`src/rtl/pipe_stage_reg.sv`:
```
// Ready/valid pipeline stage register with optional 2-entry skid buffer.
// Empty entries always hold BUBBLE, so out_data needs no output mux.
module pipe_stage_reg #(
  parameter int               WIDTH  = 96,
  parameter logic [WIDTH-1:0] BUBBLE = {WIDTH{1'b0}},
  parameter bit               SKID   = 1'b1
) (
  input  logic             clk,
  input  logic             rst,
  input  logic             flush,
  input  logic             in_valid,
  output logic             in_ready,
  input  logic [WIDTH-1:0] in_data,
  output logic             out_valid,
  input  logic             out_ready,
  output logic [WIDTH-1:0] out_data,
  output logic [1:0]       occ
);

  // Encoding equals the occupancy count, so occ is read straight from the state flops.
  typedef enum logic [1:0] {
    EMPTY = 2'd0,
    ONE   = 2'd1,
    TWO   = 2'd2
  } state_t;

  state_t           state_reg, state_next;
  logic [WIDTH-1:0] main_reg, main_next;
  logic [WIDTH-1:0] skid_reg, skid_next;
  logic             accept;
  logic             pop;

  assign accept = in_valid & in_ready;
  assign pop    = out_valid & out_ready;

  always_ff @(posedge clk) begin
    if (rst) begin
      state_reg <= EMPTY;
      main_reg  <= BUBBLE;
      skid_reg  <= BUBBLE;
    end else begin
      state_reg <= state_next;
      main_reg  <= main_next;
      skid_reg  <= skid_next;
    end
  end

  always_comb begin
    state_next = state_reg;
    main_next  = main_reg;
    skid_next  = skid_reg;
    if (flush) begin
      state_next = EMPTY;
      main_next  = BUBBLE;
      skid_next  = BUBBLE;
    end else begin
      case (state_reg)
        EMPTY: begin
          if (accept) begin
            state_next = ONE;
            main_next  = in_data;
          end
        end
        ONE: begin
          if (pop && accept) begin
            main_next = in_data;
          end else if (pop) begin
            state_next = EMPTY;
            main_next  = BUBBLE;
          end else if (accept && SKID) begin
            // Accept while stalled can only happen with a skid entry available.
            state_next = TWO;
            skid_next  = in_data;
          end
        end
        TWO: begin
          if (pop) begin
            state_next = ONE;
            main_next  = skid_reg;
            skid_next  = BUBBLE;
          end
        end
        default: begin
          state_next = EMPTY;
          main_next  = BUBBLE;
          skid_next  = BUBBLE;
        end
      endcase
    end
  end

  always_comb begin
    out_valid = (state_reg != EMPTY);
    out_data  = main_reg;
    occ       = state_reg;
  end

  generate
    if (SKID) begin : g_skid
      // Registered ready breaks the out_ready -> in_ready path; the skid entry absorbs the slack.
      logic in_ready_reg;
      always_ff @(posedge clk) begin
        if (rst) begin
          in_ready_reg <= 1'b1;
        end else begin
          in_ready_reg <= (state_next != TWO);
        end
      end
      assign in_ready = in_ready_reg;
    end else begin : g_no_skid
      assign in_ready = ~out_valid | out_ready;
    end
  endgenerate

endmodule

```
`config.mk`:
```
export PLATFORM = sky130hd
export DESIGN_NAME = pipe_stage_reg
export DESIGN_NICKNAME = d
export VERILOG_FILES = /design/src/rtl/pipe_stage_reg.sv
export SDC_FILE = /design/constraint.sdc
export NUM_CORES = 1
export LEC_CHECK = 0
export CAP_MARGIN = 20
export CELL_PAD_IN_SITES_DETAIL_PLACEMENT = 0
export CELL_PAD_IN_SITES_GLOBAL_PLACEMENT = 1
export CORE_MARGIN = 1.5
export CORE_UTILIZATION = 35
export DETAILED_ROUTE_END_ITERATION = 8
export GPL_TIMING_DRIVEN = 0
export PLACE_DENSITY = 0.86
export SYNTH_ARGS = -nofsm -noshare
export SYNTH_HDL_FRONTEND = slang
export SYNTH_SLANG_ARGS = --single-unit
```
`constraint.sdc`:
```
create_clock -name clk -period 1.4 [get_ports clk]
set_input_delay 0.28 -clock clk [delete_from_list [all_inputs] [get_ports clk]]
set_output_delay 0.28 -clock clk [all_outputs]
set_load 0.005 [all_outputs]
```
# Word-level counts from Yosys, hierarchy flattened
# Index checks and enable logic that the tools add are counted.
# Widths: inputs -> output; s select.
op_classes:
  addsub: 0
  n_mul: 0
  n_div: 0
  n_lt_le_gt_ge: 0
  n_eq_ne: 9
  shift: 0
  n_mux: 15
  bitwise_logic: 3
  n_reduce_logical: 6
op_table:
  columns: ["cell", "n"]
  rows:
  - ["$mux 96", 6]
  - ["$pmux 96 s3", 2]
  - ["$mux 2", 6]
  - ["$ne 2x2->1 const B", 6]
  - ["$pmux 2 s3", 1]
  - ["$reduce_and 5->1", 1]
  - ["$ne 3x3->1 const B", 1]
  - ["$reduce_and 3->1", 1]
  - ["$and 1x1->1", 2]
  - ["$eq 2x1->1 const B", 1]
  - ["$eq 2x2->1 const B", 1]
  - ["$logic_not 2->1", 1]
  - ["$reduce_bool 2->1", 1]
  - ["$reduce_or 2->1", 1]
  - ["$logic_and 1x1->1", 1]
  - ["$not 1->1", 1]
word_totals:
  ff_bits: 195
  latchBits: 0
  mem_bits_rw: 0
  rom_bits: 0
  output_inout_bits: 100
  elab_cells: 37
  mem_count: 0

# Longest topological paths before layout
# Gate-level depths: netlist of run 1.
logic_depth:
  depth_word: 7
  depth_mapped: 8
  mapped_depth_nobuf: 5

# Least setup slack after synthesis of run 1
# OpenSTA, ideal clock, no wires.
synth_timing:
  path_kind: "reg2reg"
  startpoint: "register state_reg[1], in the netlist occ[1]"
  endpoint: "register main_reg[10], in the netlist out_data[10]"
  setup_ps: 128
  t_arrival_ps: 1391
  required_time_ps: 1272
  slack_ps: -118
  path_stages_with_launch: 9
  n_path_buf: 4
  cell_sequence: "dfxtp_1 > buf_4 > and4b_1 > buf_2 > buf_6 > buf_2 > o2bb2ai_1 > a22oi_1 > nor2_1"
synth_between:
  elab_chain_len: 5
  elab_cells_between_ends: 12
  classes_between: "5 x eq/ne; 2 x mux; 1 x bitwise; 4 x reduce/logical"
synth_lines:
  columns: ["element", "line", "source"]
  rows:
  - ["start, declared", "27", "state_t state_reg, state_next;"]
  - ["start signal, assigned", "42", "state_reg <= state_next;"]
  - ["$reduce_bool 2->1", "93", "out_valid = (state_reg != EMPTY);"]
  - ["$and 1x1->1", "34", "assign pop = out_valid & out_ready;"]
  - ["$logic_and 1x1->1", "65", "if (pop && accept) begin"]
  - ["$ne 3x3->1 (no line) / $mux 96 (equally long branches)", null, null]
  - ["$reduce_and 3->1 (no line) / $pmux 96 s3 (equally long branches)", null, null]
  - ["end signal, assigned", "43", "main_reg <= main_next;"]
  - ["end, declared", "28", "logic [WIDTH-1:0] main_reg, main_next;"]
# Several ways; a longest one is shown, not always the timed one.
# A chain may end at the register's enable or synchronous reset.

# Final worst setup path of run 1
layout_timing:
  startpoint: "register state_reg[1], in the netlist occ[1]"
  endpoint: "register main_reg[11], in the netlist out_data[11]"
# The elaborated chain is that of the path after synthesis.

==> results of run 1 <==
[critical path, cell delays in order, from the launching register on]
cell and delay [ns]:
dfxtp_2 0.34, buf_8 0.14, and4b_1 0.20, buf_6 0.15
buf_12 0.15, clkbuf_16 0.16, o2bb2ai_2 0.11, a22oi_1 0.17
nor2_1 0.06
[metrics by stage]
step / hold slack (ns) / instance area (µm²) / TNS (ns)
after floorplan: 0.4601 / 9569 / -4.940
after global placement: 0.4721 / 11980 / -192.78
after detailed placement: 0.4808 / 11980 / -194.17
after CTS: 0.03048 / 13440 / -19.92
after global routing: 0.04654 / 14650 / -32.05
final: 0.05486 / 14650 / -19.28
[repair_timing]
item / CTS / global route
pin swaps: 10 / 73
setup buffers: 16 / 2
cloned: 10 / 18
setup endpoints to repair: 295 / 196
resized for setup: 342 / 166
[cell type report]
cell class / instances / share of cell area [%]
Tap cell: 335 / 2.861
Timing Repair Buffer: 242 / 18.46
Clock inverter: 12 / 0.7856
Sequential cell: 195 / 27.09
Antenna cell: 1 / 0.01708
Multi-Input combinational cell: 694 / 40.01
Inverter: 3 / 0.07685
Buffer: 98 / 7.736
Clock buffer: 19 / 2.954
[cell usage in the layout, fill, tap and decap left out, types with 21 or more instances in the layout]
cell type	n
dfxtp_2	53
mux2i_2	21
a22oi_1	50
and2_4	29
clkbuf_16	36
o2bb2ai_1	58
dfxtp_1	142
and2_1	66
buf_6	25
clkdlybuf4s50_1	98
mux2i_1	167
a22oi_2	46
nor2_1	193
o2bb2ai_2	22
dlygate4sd2_1	98
buf_12	24
[per-layer routing]
| metal | GRT usage [%] | vias up |
|---|---|---|
| met5 | 0 | - |
| met4 | 4.191 | 0 |
| met3 | 4.656 | 15 |
| met2 | 32.69 | 219 |
| met1 | 27.02 | 3968 |
| li1 | - | 4065 |
[cells by family (layout without fill, tap and decap cells)]
group | count (synthesis) | in the layout | share of synthesized area, %
buffers and inverters | 102 | 374 | 5.829
other | 0 | 1 | 0
and+or+nand+nor | 301 | 301 | 14.88
DFF | 195 | 195 | 41.34
AOI/OAI and AO/OA | 200 | 200 | 17.38
muxes | 192 | 192 | 20.40
xor gates and xnor gates | 1 | 1 | 0.1723
[power groups by stage]
stage	logic, µW	registers [µW]	clock network [µW]
2_1_floorplan	1110	5870	0
4_1_cts	2360	5750	4880
3_5_place_dp	2030	5870	0
5_1_grt	2970	5770	5070
3_3_place_gp	2020	5870	0
6_report	2780	5760	4780
[final timing paths]
path | startpoint | to | slack, ns | depth (start not counted)
max reg2reg | occ[1] | out_data[11] | -0.20 | 8
min | out_ready | occ[1] | 0.05 | 2
min reg2reg | skid_reg[77] | skid_reg[77] | 0.50 | 2
max | occ[1] | out_data[11] | -0.20 | 8
==> key figures, run 1 <==
Timing
  • Period utilization: 114.4%
  • Slew Viols, Final: 0
  • Max-slew headroom: 64.82%
  • RSZ-0062 raised after global routing: yes
  • Hold Vio Cnt, Final: 0
  • Final setup vio count: a little under 200
  • Worst-Margin Slew: 0.5277 ns
  • Post-route minimum period: roughly 1.6 ns
  • Final WS setup: -0.2022 ns
  • Clock skew: approximately 0.012 ns
  • F_max: 624.1 MHz

Logic synthesis
  • Synth unique cells: 36
  • Sequential area share after synthesis: 41.34%
  • Largest area contributor in the netlist: dfxtp_1
  • Synth top cells by count: dfxtp_1 (195), nor2_1 (193), mux2i_1 (191)
  • Area share of the largest cell type after synthesis: between 40% and 50%
  • Synth area leaders: dfxtp_1 (41%), mux2i_1 (20%), o2bb2ai_1 (8.8%), nor2_1 (7.7%), a22oi_1 (7.6%)
  • Mapped cell area: 9444 µm²
  • Synth Instances: 991
  • Ys async rst share: 0%
  • Synth Area per Inst: 9.530 µm²
  • Ys flop type: dfxtp_1
  • Most frequent cell after synthesis: dfxtp_1
  • Synth warnings: 0
  • Post-synthesis sequential element count: roughly 200
  • Syn Nets: 1,092
  • Post-synth EDFFs: 0

Route
  • WL met3: 1598 µm
  • Wirelength per Cell: 18.72 µm
  • Antenna Violating Nets Remaining: 0
  • Met2 wire len: approximately 14,000 µm
  • Final WL: 29,930 µm
  • Top sig layer: met4
  • 1st-pass router iterations: 5
  • DR DRC count: 0
  • Routed vias/inst: ~5.2
  • M1 WL: 13,880 µm
  • DR iter-0 viols: 459
  • Vias: 8,267

Pwr
  • Reg power frac: 43.2%
  • VDD IR max: 0.5675 mV
  • Logic gate share of total power: 20.9%
  • Clk network pwr share: 35.9%
  • P_leak: 0.005592 µW
  • Sw frac: 28.57%
  • Power Density: 909.1 nW/µm²
  • P_sw: 3806 µW
  • Total power: 13,320 µW
  • Internal power: 9515 µW

Worst hold path
  • Hold crit path type: primary input to register

Clocking
  • Clock Tree Root: clkbuf_16
  • Clock sink count: 195
  • CTS tree: built
  • Htree depth: 4
  • Clock Latency Late Sink: roughly 0.43 ns
  • Clk buf depth: 2
  • Reg clk slew, reported paths: 0.07 ns
  • Cts hold-fix bufs: 0
  • CTS Buf Count: 17

Job
  • Max_cap viols: 0

Global routing
  • Largest net degree at the start of global routing: 19
  • Initial antenna violation count: 2
  • Gr ovfl total: 0
  • Gr usage total: around a fifth
  • Vias in the first global route: 7,915
  • First-pass GRT wire length: around 45,000 µm

Cells and area
  • Register Area: 3970 µm²
  • Core Util, Final: a little under three fifths
  • Final #Nets: 1,352
  • Layout cells sized above 1: 29.06%
  • Layout Cells excl Fill: 1,599
  • Area delta synth->final: 55.15%
  • # fillers: 2,264
  • Footprint of the multi-input gates: 5863 µm²

Floorplanning
  • Die height: 167.3 µm
  • Initial Util: 35.94%
  • Die Footprint: 27,980 µm²
  • Die X: 167.3 µm
  • Core area: 26,280 µm²
  • I/O Pins: 201
  • Std cell rows: 59

Placement
  • HPWL Detailed: 18,820 µm
  • Routability congestion estimate from global placement: 0.7728
  • Pre-CTS WS: -1.170 ns
  • I/O Buffers: 199
  • DP Cell Count: 1,525

Setup path
  • Critical Path End Type: register
  • Crit path DAT: 1.92 ns
  • Crit Path Category: register to register
  • Critical Path RT: 1.72 ns
  • Critical Path Source Type: register
  • Worst-path maximum fanout: 7

Run status
  • Failing checks: negative setup slack
  • Outcome: complete, but fails checks
Note: power is estimated with default switching activity, not from simulation.
==> run 2: changes to the inputs <==
- CTS_BUF_LIST: not set -> sky130_fd_sc_hd__clkbuf_8 sky130_fd_sc_hd__clkbuf_16
==> run 2 against run 1 <==
  * The run still ends with negative setup slack left
  * Clock-buffer cell count decreased by 2
  * Via count about the same
  * Die area unchanged
  * Hold slack got worse by 0.00066 ns
  * Final cell count unchanged
  * Flip-flop and latch count unchanged
  * Register-to-register slack about the same
  * Routed wire length about the same
  * Largest power group unchanged
==> key figures, run 2 (synthesis results as in run 1) <==
Run status
  • Outcome: complete, but fails checks
  • Failing checks: negative setup slack

Route
  • 1st-pass router iterations: 4
  • Final WL: about 30,000 µm
  • Vias: 8,264
  • Routed vias/inst: 5.168
  • Antenna Violating Nets Remaining: 0
  • DR iter-0 viols: 459
  • DR DRC count: 0
  • Wirelength per Cell: between 15 and 20 µm

Floorplanning
  • Die height: 167.3 µm
  • Die Footprint: 27,980 µm²
  • I/O Pins: 201
  • Initial Util: roughly 36%
  • Core area: 26,280 µm²
  • Die X: 167.3 µm
  • Std cell rows: 59

Timing
  • Clock skew: ~0.012 ns
  • Max-slew headroom: approximately 65%
  • RSZ-0062 raised after global routing: yes
  • Final setup vio count: 193
  • Worst-Margin Slew: between 0.5 and 0.6 ns
  • Final WS setup: -0.2021 ns
  • Post-route minimum period: about 1.6 ns
  • F_max: 624.2 MHz
  • Period utilization: 114.4%
  • Slew Viols, Final: 0
  • Hold Vio Cnt, Final: 0

Cells and area
  • Layout Cells excl Fill: between 1,500 and 2,000
  • Final instance area: around 15,000 µm²
  • Area delta synth->final: 55.15%
  • Most frequent cells in the layout: nor2_1 (193), mux2i_1 (167), dfxtp_1 (142)
  • Commonest non-fill, non-tap cell in the layout: nor2_1
  • Footprint of the multi-input gates: 5863 µm²
  • # fillers: 2,264
  • Final #Nets: 1,352
  • Register Area: 3970 µm²
  • Layout cells sized above 1: 29.06%

Pwr
  • P_sw: ~3800 µW
  • Power Density: 908.4 nW/µm²
  • Logic gate share of total power: 20.9%
  • VDD IR max: 0.5695 mV
  • P_leak: around 0.0056 µW
  • Internal power: 9500 µW
  • Clk network pwr share: 35.8%
  • Sw frac: 28.63%
  • Reg power frac: 43.2%

Placement
  • I/O Buffers: just under 200
  • Routability congestion estimate from global placement: 0.7728
  • DP Cell Count: 1,525
  • HPWL Detailed: 18,820 µm
  • Dpl cell area: 11,980 µm²

Clocking
  • Clk buf depth: 2
  • CTS Buf Count: 17
  • Htree depth: 4
  • CTS tree: built
  • Clock Latency Late Sink: 0.43 ns
  • Clock Tree Root: clkbuf_16
  • Clock sink count: 195
  • Cts hold-fix bufs: 0
  • Reg clk slew, reported paths: 0.07 ns

Global routing
  • Largest net degree at the start of global routing: 19
  • Vias in the first global route: about 8,000
  • Initial antenna violation count: 2
  • First-pass GRT wire length: 44,590 µm
  • Gr ovfl total: 0
  • Gr usage total: between 20% and 30%

Setup path
  • Critical Path Source Type: register
  • Worst-path maximum fanout: 7
  • Crit path DAT: 1.92 ns
  • Crit Path Category: register to register
  • Critical Path RT: 1.72 ns
  • Critical Path End Type: register

Worst hold path
  • Hold crit path type: primary input to register

Job
  • Max_cap viols: 0
[run 2: cell types whose count changed in the layout (fill, tap and decap cells not counted), sizes merged]
cell / before / now
clkbuf: 70 / 68
inv: 9 / 11
[run 2: cell type report]
class                      instances  share of cell area (%)
antenna                            1                 0.01708
inverter                           3                 0.07685
multi-input combinational        694                   40.01
clock inverter                    14                  0.8368
buffer                            98                   7.736
timing repair buffer             242                   18.46
sequential                       195                   27.09
clock buffer                      17                   2.903
tap                              335                   2.861
[run 2: what timing repair did]
action	in CTS	in global routing
cloned	10	18
gates resized for setup	342	166
setup endpoints to repair	295	196
pin swaps	10	73
buffers inserted	16	2
[run 2: worst paths after layout]
check / cells after the start / slack (ns) / end / startpoint
setup / recovery: 8 / -0.20 / out_data[11] / occ[1]
hold / removal: 2 / 0.05 / occ[1] / out_ready
setup reg to reg: 8 / -0.20 / out_data[11] / occ[1]
hold reg to reg: 2 / 0.50 / skid_reg[77] / skid_reg[77]
[run 2: critical path: stages (launching register included)]
cell and delay [ns]:
dfxtp_2 0.34, buf_8 0.14, and4b_1 0.20, buf_6 0.15
buf_12 0.15, clkbuf_16 0.16, o2bb2ai_2 0.11, a22oi_1 0.17
nor2_1 0.06
[run 2: layer usage]
| layer | track usage, % | up-vias | share of wire, % |
|---|---|---|---|
| met2 | 32.69 | 218 | 48 |
| li1 | - | 4065 | - |
| met1 | 27.02 | 3966 | 46 |
| met3 | 4.656 | 15 | 5.4 |
| met4 | 4.191 | 0 | 0.76 |
| met5 | 0 | - | 0 |
[run 2: stage by stage]
| stage | utilization (%) | hold WS, ns | setup slack [ns] | setup TNS, ns | total power (µW) |
|---|---|---|---|---|---|
| after floorplan | - | 0.4601 | -0.05785 | -4.940 | 6976 |
| after global placement | 45.59 | 0.4721 | -1.178 | -192.78 | 7892 |
| after detailed placement | 45.59 | 0.4808 | -1.170 | -194.17 | 7904 |
| after CTS | 51.14 | 0.03048 | -0.2192 | -19.92 | 12970 |
| after global routing | 55.75 | 0.04654 | -0.2657 | -32.05 | 13800 |
| final | 55.76 | 0.05420 | -0.2021 | -19.24 | 13310 |
[run 2: power by group through the flow]
stage	Combinational [µW]	Clock (µW)	Sequential, µW
finish	2780	4770	5760
global route	2970	5050	5770
CTS	2360	4860	5750
detailed placement	2030	0	5870
global placement	2020	0	5870
floorplan	1110	0	5870
==> variant 1: new RTL, flow settings as in run 1 <==
Change the parameter `SKID` from 1'b1 to 1'b0.
--- a/src/rtl/pipe_stage_reg.sv
+++ b/src/rtl/pipe_stage_reg.sv
@@ -4,5 +4,5 @@
   parameter int               WIDTH  = 96,
   parameter logic [WIDTH-1:0] BUBBLE = {WIDTH{1'b0}},
-  parameter bit               SKID   = 1'b1
+  parameter bit               SKID   = 1'b0
 ) (
   input  logic             clk,
Function: changed (Yosys sat finds a counterexample within 4 cycles, from zero or initial values and one cycle with rst high).
==> variant 1 against run 1 <==
Clock power is 65% lower; critical path type is now input port to flip-flop; design area shrank 64%; synthesized area shrank 68%; power shrank 61%; clock skew fell by 0.0050 ns; via count shrank 68%; setup slack gained 0.24 ns; wire length decreased by 70%; critical endpoint is now out_data[0]; sequential power shrank 49%; sequential cell count down 98.
==> variant 1: results (changes against run 1) <==
| Metric | Value |
|---|---|
| Status | completed |
| Arrival @ worst endpoint | 1.61 ns (-0.31 ns) |
| Leak pwr | 2.576 nW (-54%) |
| Vias in the first global route | 2571 (-68%) |
| Initial antenna violation count | 0 (-2) |
| 1st-pass router iterations | 4 (-1) |
| DR iter-0 viols | 23 (-95%) |
| Worst skew pair latency | 0.35 ns (-0.08 ns) |
| Switching power | 1.166 mW (-69%) |
| Largest register FFs | 96 |
| Clock root buffer | clkbuf_8 |
| HPWL reported at the end of detailed placement | 6.656 mm (-65%) |
| Fillers | 717 (-68%) |
| Main synth FF type | dfxtp_1 |
| Antenna Cells | 0 (-1) |
| Mux cell area share after synthesis | 0% (-20 points) |
| Largest cells by area after synthesis | dfxtp_1 (64%), a22o_1 (28%), buf_6 (4.1%) |
| Post-layout nets | 536 (-60%) |
| Post-synthesis compound-gate area fraction | 28.34% (+11 points) |
| Xor-xnor portion of the synthesized cell area | 0% (-0.17 points) |
| Synth top cells by count | dfxtp_1 (97), a22o_1 (96), buf_2 (11), buf_6 (11), buf_4 (2) |
| Net Count, Synth | 326 (-70%) |
| Port Buffer Count | 199 (unchanged) |
| Clk_skew | 0.007191 ns (-0.004957 ns) |
| Clk buf depth | 2 (unchanged) |
| H-tree depth | 3 (-1) |
| DRT Wirelength | 8.848 mm (-70%) |
| Synth Warn # | 0 (unchanged) |
| Area share of fa/ha/maj cells after synthesis | 0% (unchanged) |
| Gpl congestion | 0.7597 (-1.7%) |
| Peak supply drop | 0.0005383 V (-5.1%) |
| Clock-pin slew on the worst setup and hold paths | 0.09 ns (+0.02 ns) |
| Total CTS buffers | 9 (-8) |
| Async set-reset flop share out of synthesis | 0% (unchanged) |
| Global-route wire length before repair | 12.84 mm (-71%) |
| Gr usage total | 18.48% (-1.6 points) |
| Post-synthesis cell type count | 13 (-64%) |
| Sequential element share of the synthesized area | 64.11% (+23 points) |
| Worst hold-check path type | input port to flip-flop |
| Largest net degree at the start of global routing | 16 (-3) |
| Layout cells sized above 1 | 20.00% (-9.1 points) |
| Vias per Instance | 4.844 (-6.3%) |
| CP max FO | 15 (+8) |
==> variant 1: changes by cell type in the layout (fill, tap and decap cells not counted), sizes merged, moves of 2 or more <==
| cell | change |
|---|---|
| nor2 | -194 |
| mux2i | -191 |
| dfxtp | -98 |
| a22o | +96 |
| a22oi | -96 |
| o2bb2ai | -96 |
| and2 | -95 |
| buf | -68 |
| clkbuf | -54 |
| inv | -8 |
| clkinv | -4 |
| nand2 | -2 |
| o22ai | -2 |
==> variant 1: kinds of logic after synthesis <==
logic type,after synthesis
compound gates,98
simple gates,4
buf+inv,25
other cells,1
flops,97
==> variant 1: worst paths after layout <==
check                 end  depth (start not counted)  slack [ns]          from
min reg2reg  out_data[61]                          1        0.47  out_data[61]
max           out_data[0]                          6        0.03      in_valid
min                occ[0]                          3        0.30     out_ready
max reg2reg   out_data[0]                          4        0.10        occ[0]
==> variant 1: worst max-delay path, stage by stage <==
cell and delay, ns:
clkdlybuf4s50_1 0.47, inv_1 0.05, o211a_1 0.21, buf_6 0.17, clkbuf_4 0.19, a22o_1 0.24
==> variant 1: cell type report <==
type | instances | area share, %
flip-flops and latches | 97 | 37.82
repair buffers | 201 | 35.67
multi-input cells | 103 | 16.89
plain buffers | 22 | 3.595
clock buffers | 13 | 3.004
well taps | 105 | 2.483
clock inverters | 3 | 0.4730
inverters | 1 | 0.07096
==> variant 1: repair_timing <==
item | CTS | global route
setup buffers | 2 | 0
resized for setup | 149 | 9
setup endpoints to repair | 138 | 65
hold buffers | 0 | 0
==> variant 1: per-stage QoR <==
stage | hold WS (ns) | instances | cell area (um^2) | total power, mW | setup slack [ns]
finish | 0.3011 | 545 | 5290 | 5.211 | 0.03301
global placement | 0.4598 | 529 | 5152 | 3.650 | -0.3600
floorplan | 0.4055 | 225 | 3029 | 3.144 | 0.09101
detailed placement | 0.4624 | 529 | 5152 | 3.662 | -0.3799
global route | 0.2968 | 545 | 5290 | 5.433 | 0.0006853
CTS | 0.4723 | 545 | 5273 | 5.273 | 0.009719
==> variant 1: power by group through the flow <==
stage	Combinational (mW)	Clock (mW)	Sequential (mW)
after floorplan	0.173	0	2.97
after global placement	0.687	0	2.96
after detailed placement	0.697	0	2.97
after CTS	0.635	1.73	2.91
after global routing	0.679	1.84	2.92
final	0.633	1.67	2.91
==> variant 1: layer usage <==
metal  routed length (um)  GRT usage [%]  vias up
met5                    0              0        -
met4                  122          7.108        0
met3                 1200          9.479        9
met2                 4101          30.69      133
met1                 3423          19.91     1223
li1                     -              -     1275
==> variant 2: new RTL, settings of run 1 <==
Without the edit above. Reset style: asynchronous (`rst`), changed in 2 clocked blocks.
--- a/src/rtl/pipe_stage_reg.sv
+++ b/src/rtl/pipe_stage_reg.sv
@@ -34,5 +34,5 @@
   assign pop    = out_valid & out_ready;
 
-  always_ff @(posedge clk) begin
+  always_ff @(posedge clk or posedge rst) begin
     if (rst) begin
       state_reg <= EMPTY;
@@ -100,5 +100,5 @@
       // Registered ready breaks the out_ready -> in_ready path; the skid entry absorbs the slack.
       logic in_ready_reg;
-      always_ff @(posedge clk) begin
+      always_ff @(posedge clk or posedge rst) begin
         if (rst) begin
           in_ready_reg <= 1'b1;
Formal check against the unedited RTL: differs if rst is asserted again (counterexample within 4 cycles, from zero or initial values and one cycle with rst high); with rst held inactive, the same outputs for 4 cycles.
==> variant 2 against run 1 <==
Design area up 10%; the flow still finishes with violations (negative setup slack); setup slack worse by 0.27 ns; sequential cell count unchanged; highest routed layer unchanged; largest cell class unchanged; final cell count is 2.9% higher; wire length increased by 14%; synthesized area increased by 3.3%; largest power group unchanged; first-iteration DRC count rose by 15%; power increased by 12%; hold slack better by 0.056 ns.
==> variant 2: results (changes against run 1) <==
| Metric | Value |
|---|---|
| Status | finished with violations |
| Violated checks | negative setup slack |
| Met3 Resource Use GR | 3.186% (-1.5 points) |
| Met1 Use GR | 30.57% (+3.6 points) |
| Final number of setup-violating endpoints | 197 (+2.1%) |
| Slew @ Worst Pin | 0.6125 ns (+0.08477 ns) |
| Clk_skew | 0.009894 ns (-0.002254 ns) |
| Setup tns final | -69.68 ns (-50.40 ns) |
| Antenna Cells | 0 (-1) |
| Largest cells by area after synthesis | dfrtp_1 (50%), mux2i_1 (9.8%), a22o_1 (8.6%) |
| Initial antenna violation count | 0 (-2) |
| Global-route wire length before repair | 50.20 mm (+13%) |
| Net Count, Synth | 996 (-8.8%) |
| 1st-pass router iterations | 6 (+1) |
| Peak supply drop | 0.0007462 V (+31%) |
| Max-Cap Viols | 0 (unchanged) |
| Vias in the first global route | 8887 (+12%) |
| Leak pwr | 6.769 nW (+21%) |
| DR WL/cell | 20.67 um (+10%) |
| Worst path slowest cell | dfrtp_1 |
| Gr usage total | 22.43% (+2.4 points) |
| Largest net degree at the start of global routing | 45 (+26) |
| Crit path from | occ[1] |
| Main synth FF type | dfrtp_1 |
| Worst hold-check path type | input port to asynchronous set/reset pin |
| Arrival @ worst endpoint | 1.59 ns (-0.33 ns) |
| Async set-reset flop share out of synthesis | 100.0% (+100 points) |
| Layout cells sized above 1 | 32.29% (+3.2 points) |
| Clk buf depth | 2 (unchanged) |
| Post-layout nets | 1362 (+0.74%) |
| CP Capture Point | out_valid |
| Post-synth top area share | 49.75% (+8.4 points) |
| Synth top cells by count | dfrtp_1 (194), nand2b_1 (98), nand3_1 (97), o21ai_1 (97) |
| HPWL reported at the end of detailed placement | 20.30 mm (+7.9%) |
| Gpl congestion | 0.7817 (+1.2%) |
| Cells on worst reg2reg path | 10 (+2) |
| Switching power | 4.407 mW (+16%) |
| Worst path max stage delay | 0.40 ns (+0.06 ns) |
| CP max FO | 10 (+3) |
| DR iter-0 viols | 526 (+15%) |
| Setup WS post-layout | -0.4724 ns (-0.2702 ns) |
| Post-synthesis cell type count | 29 (-19%) |
| DR vias | 8820 (+6.7%) |
| R2R Path End | out_data[39] |
| Worst R2R Setup Slack | -0.46 ns (-0.26 ns) |
| Sequential element share of the synthesized area | 50.02% (+8.7 points) |
variant 2: logic make-up after synthesis:
kind of cell | Yosys count | synth area share (%)
AO/OA/AOI/OAI | 297 | 22.82
buffers and inverters | 99 | 5.308
flip-flops | 195 | 50.02
multiplexers | 96 | 9.847
AND/OR/NAND/NOR | 208 | 12.00
variant 2: metal layers:
metal	share of wire, %	wire [um]	up-vias
met1	45	15390	4464
met3	3.7	1265	44
met2	48	16470	220
met4	2.6	870	0
met5	0	0	-
li1	-	-	4092
variant 2: through the flow:
step | cell area (um^2) | setup slack (ns) | hold slack (ns) | instances | utilization [%]
CTS | 15240 | -0.4745 | 0.1084 | 1606 | 56.09
finish | 16160 | -0.4724 | 0.1105 | 1645 | 59.48
detailed placement | 12940 | -1.102 | 0.4901 | 1471 | 47.63
floorplan | 10390 | -1.398 | 0.4007 | 895 | -
global placement | 12840 | -3.112 | 0.4888 | 1466 | 47.27
global route | 16160 | -0.5364 | 0.1120 | 1645 | 59.48
variant 2: power groups by stage:
stage | Sequential, mW | Combinational, mW | Clock, mW
after floorplan | 6.24 | 1.40 | 0
after global placement | 6.25 | 2.77 | 0
after detailed placement | 6.24 | 2.83 | 0
after CTS | 6.11 | 3.52 | 4.88
after global routing | 6.16 | 4.17 | 5.14
final | 6.12 | 3.91 | 4.84
variant 2: area by class of cell:
class / instances / area [um^2]
fillers: 2217 / 11010
multi-input cells: 601 / 5200
flip-flops and latches: 195 / 4882
plain buffers: 91 / 1102
clock inverters: 13 / 118.9
well taps: 372 / 465.4
clock buffers: 18 / 439.2
repair buffers: 351 / 3936
inverters: 4 / 18.77
variant 2: what timing repair did:
action	4_1_cts	5_1_grt
cloned	17	18
setup buffers	87	37
hold buffers	0	0
resized for setup	272	152
setup endpoints to repair	294	241
pin swaps	12	81
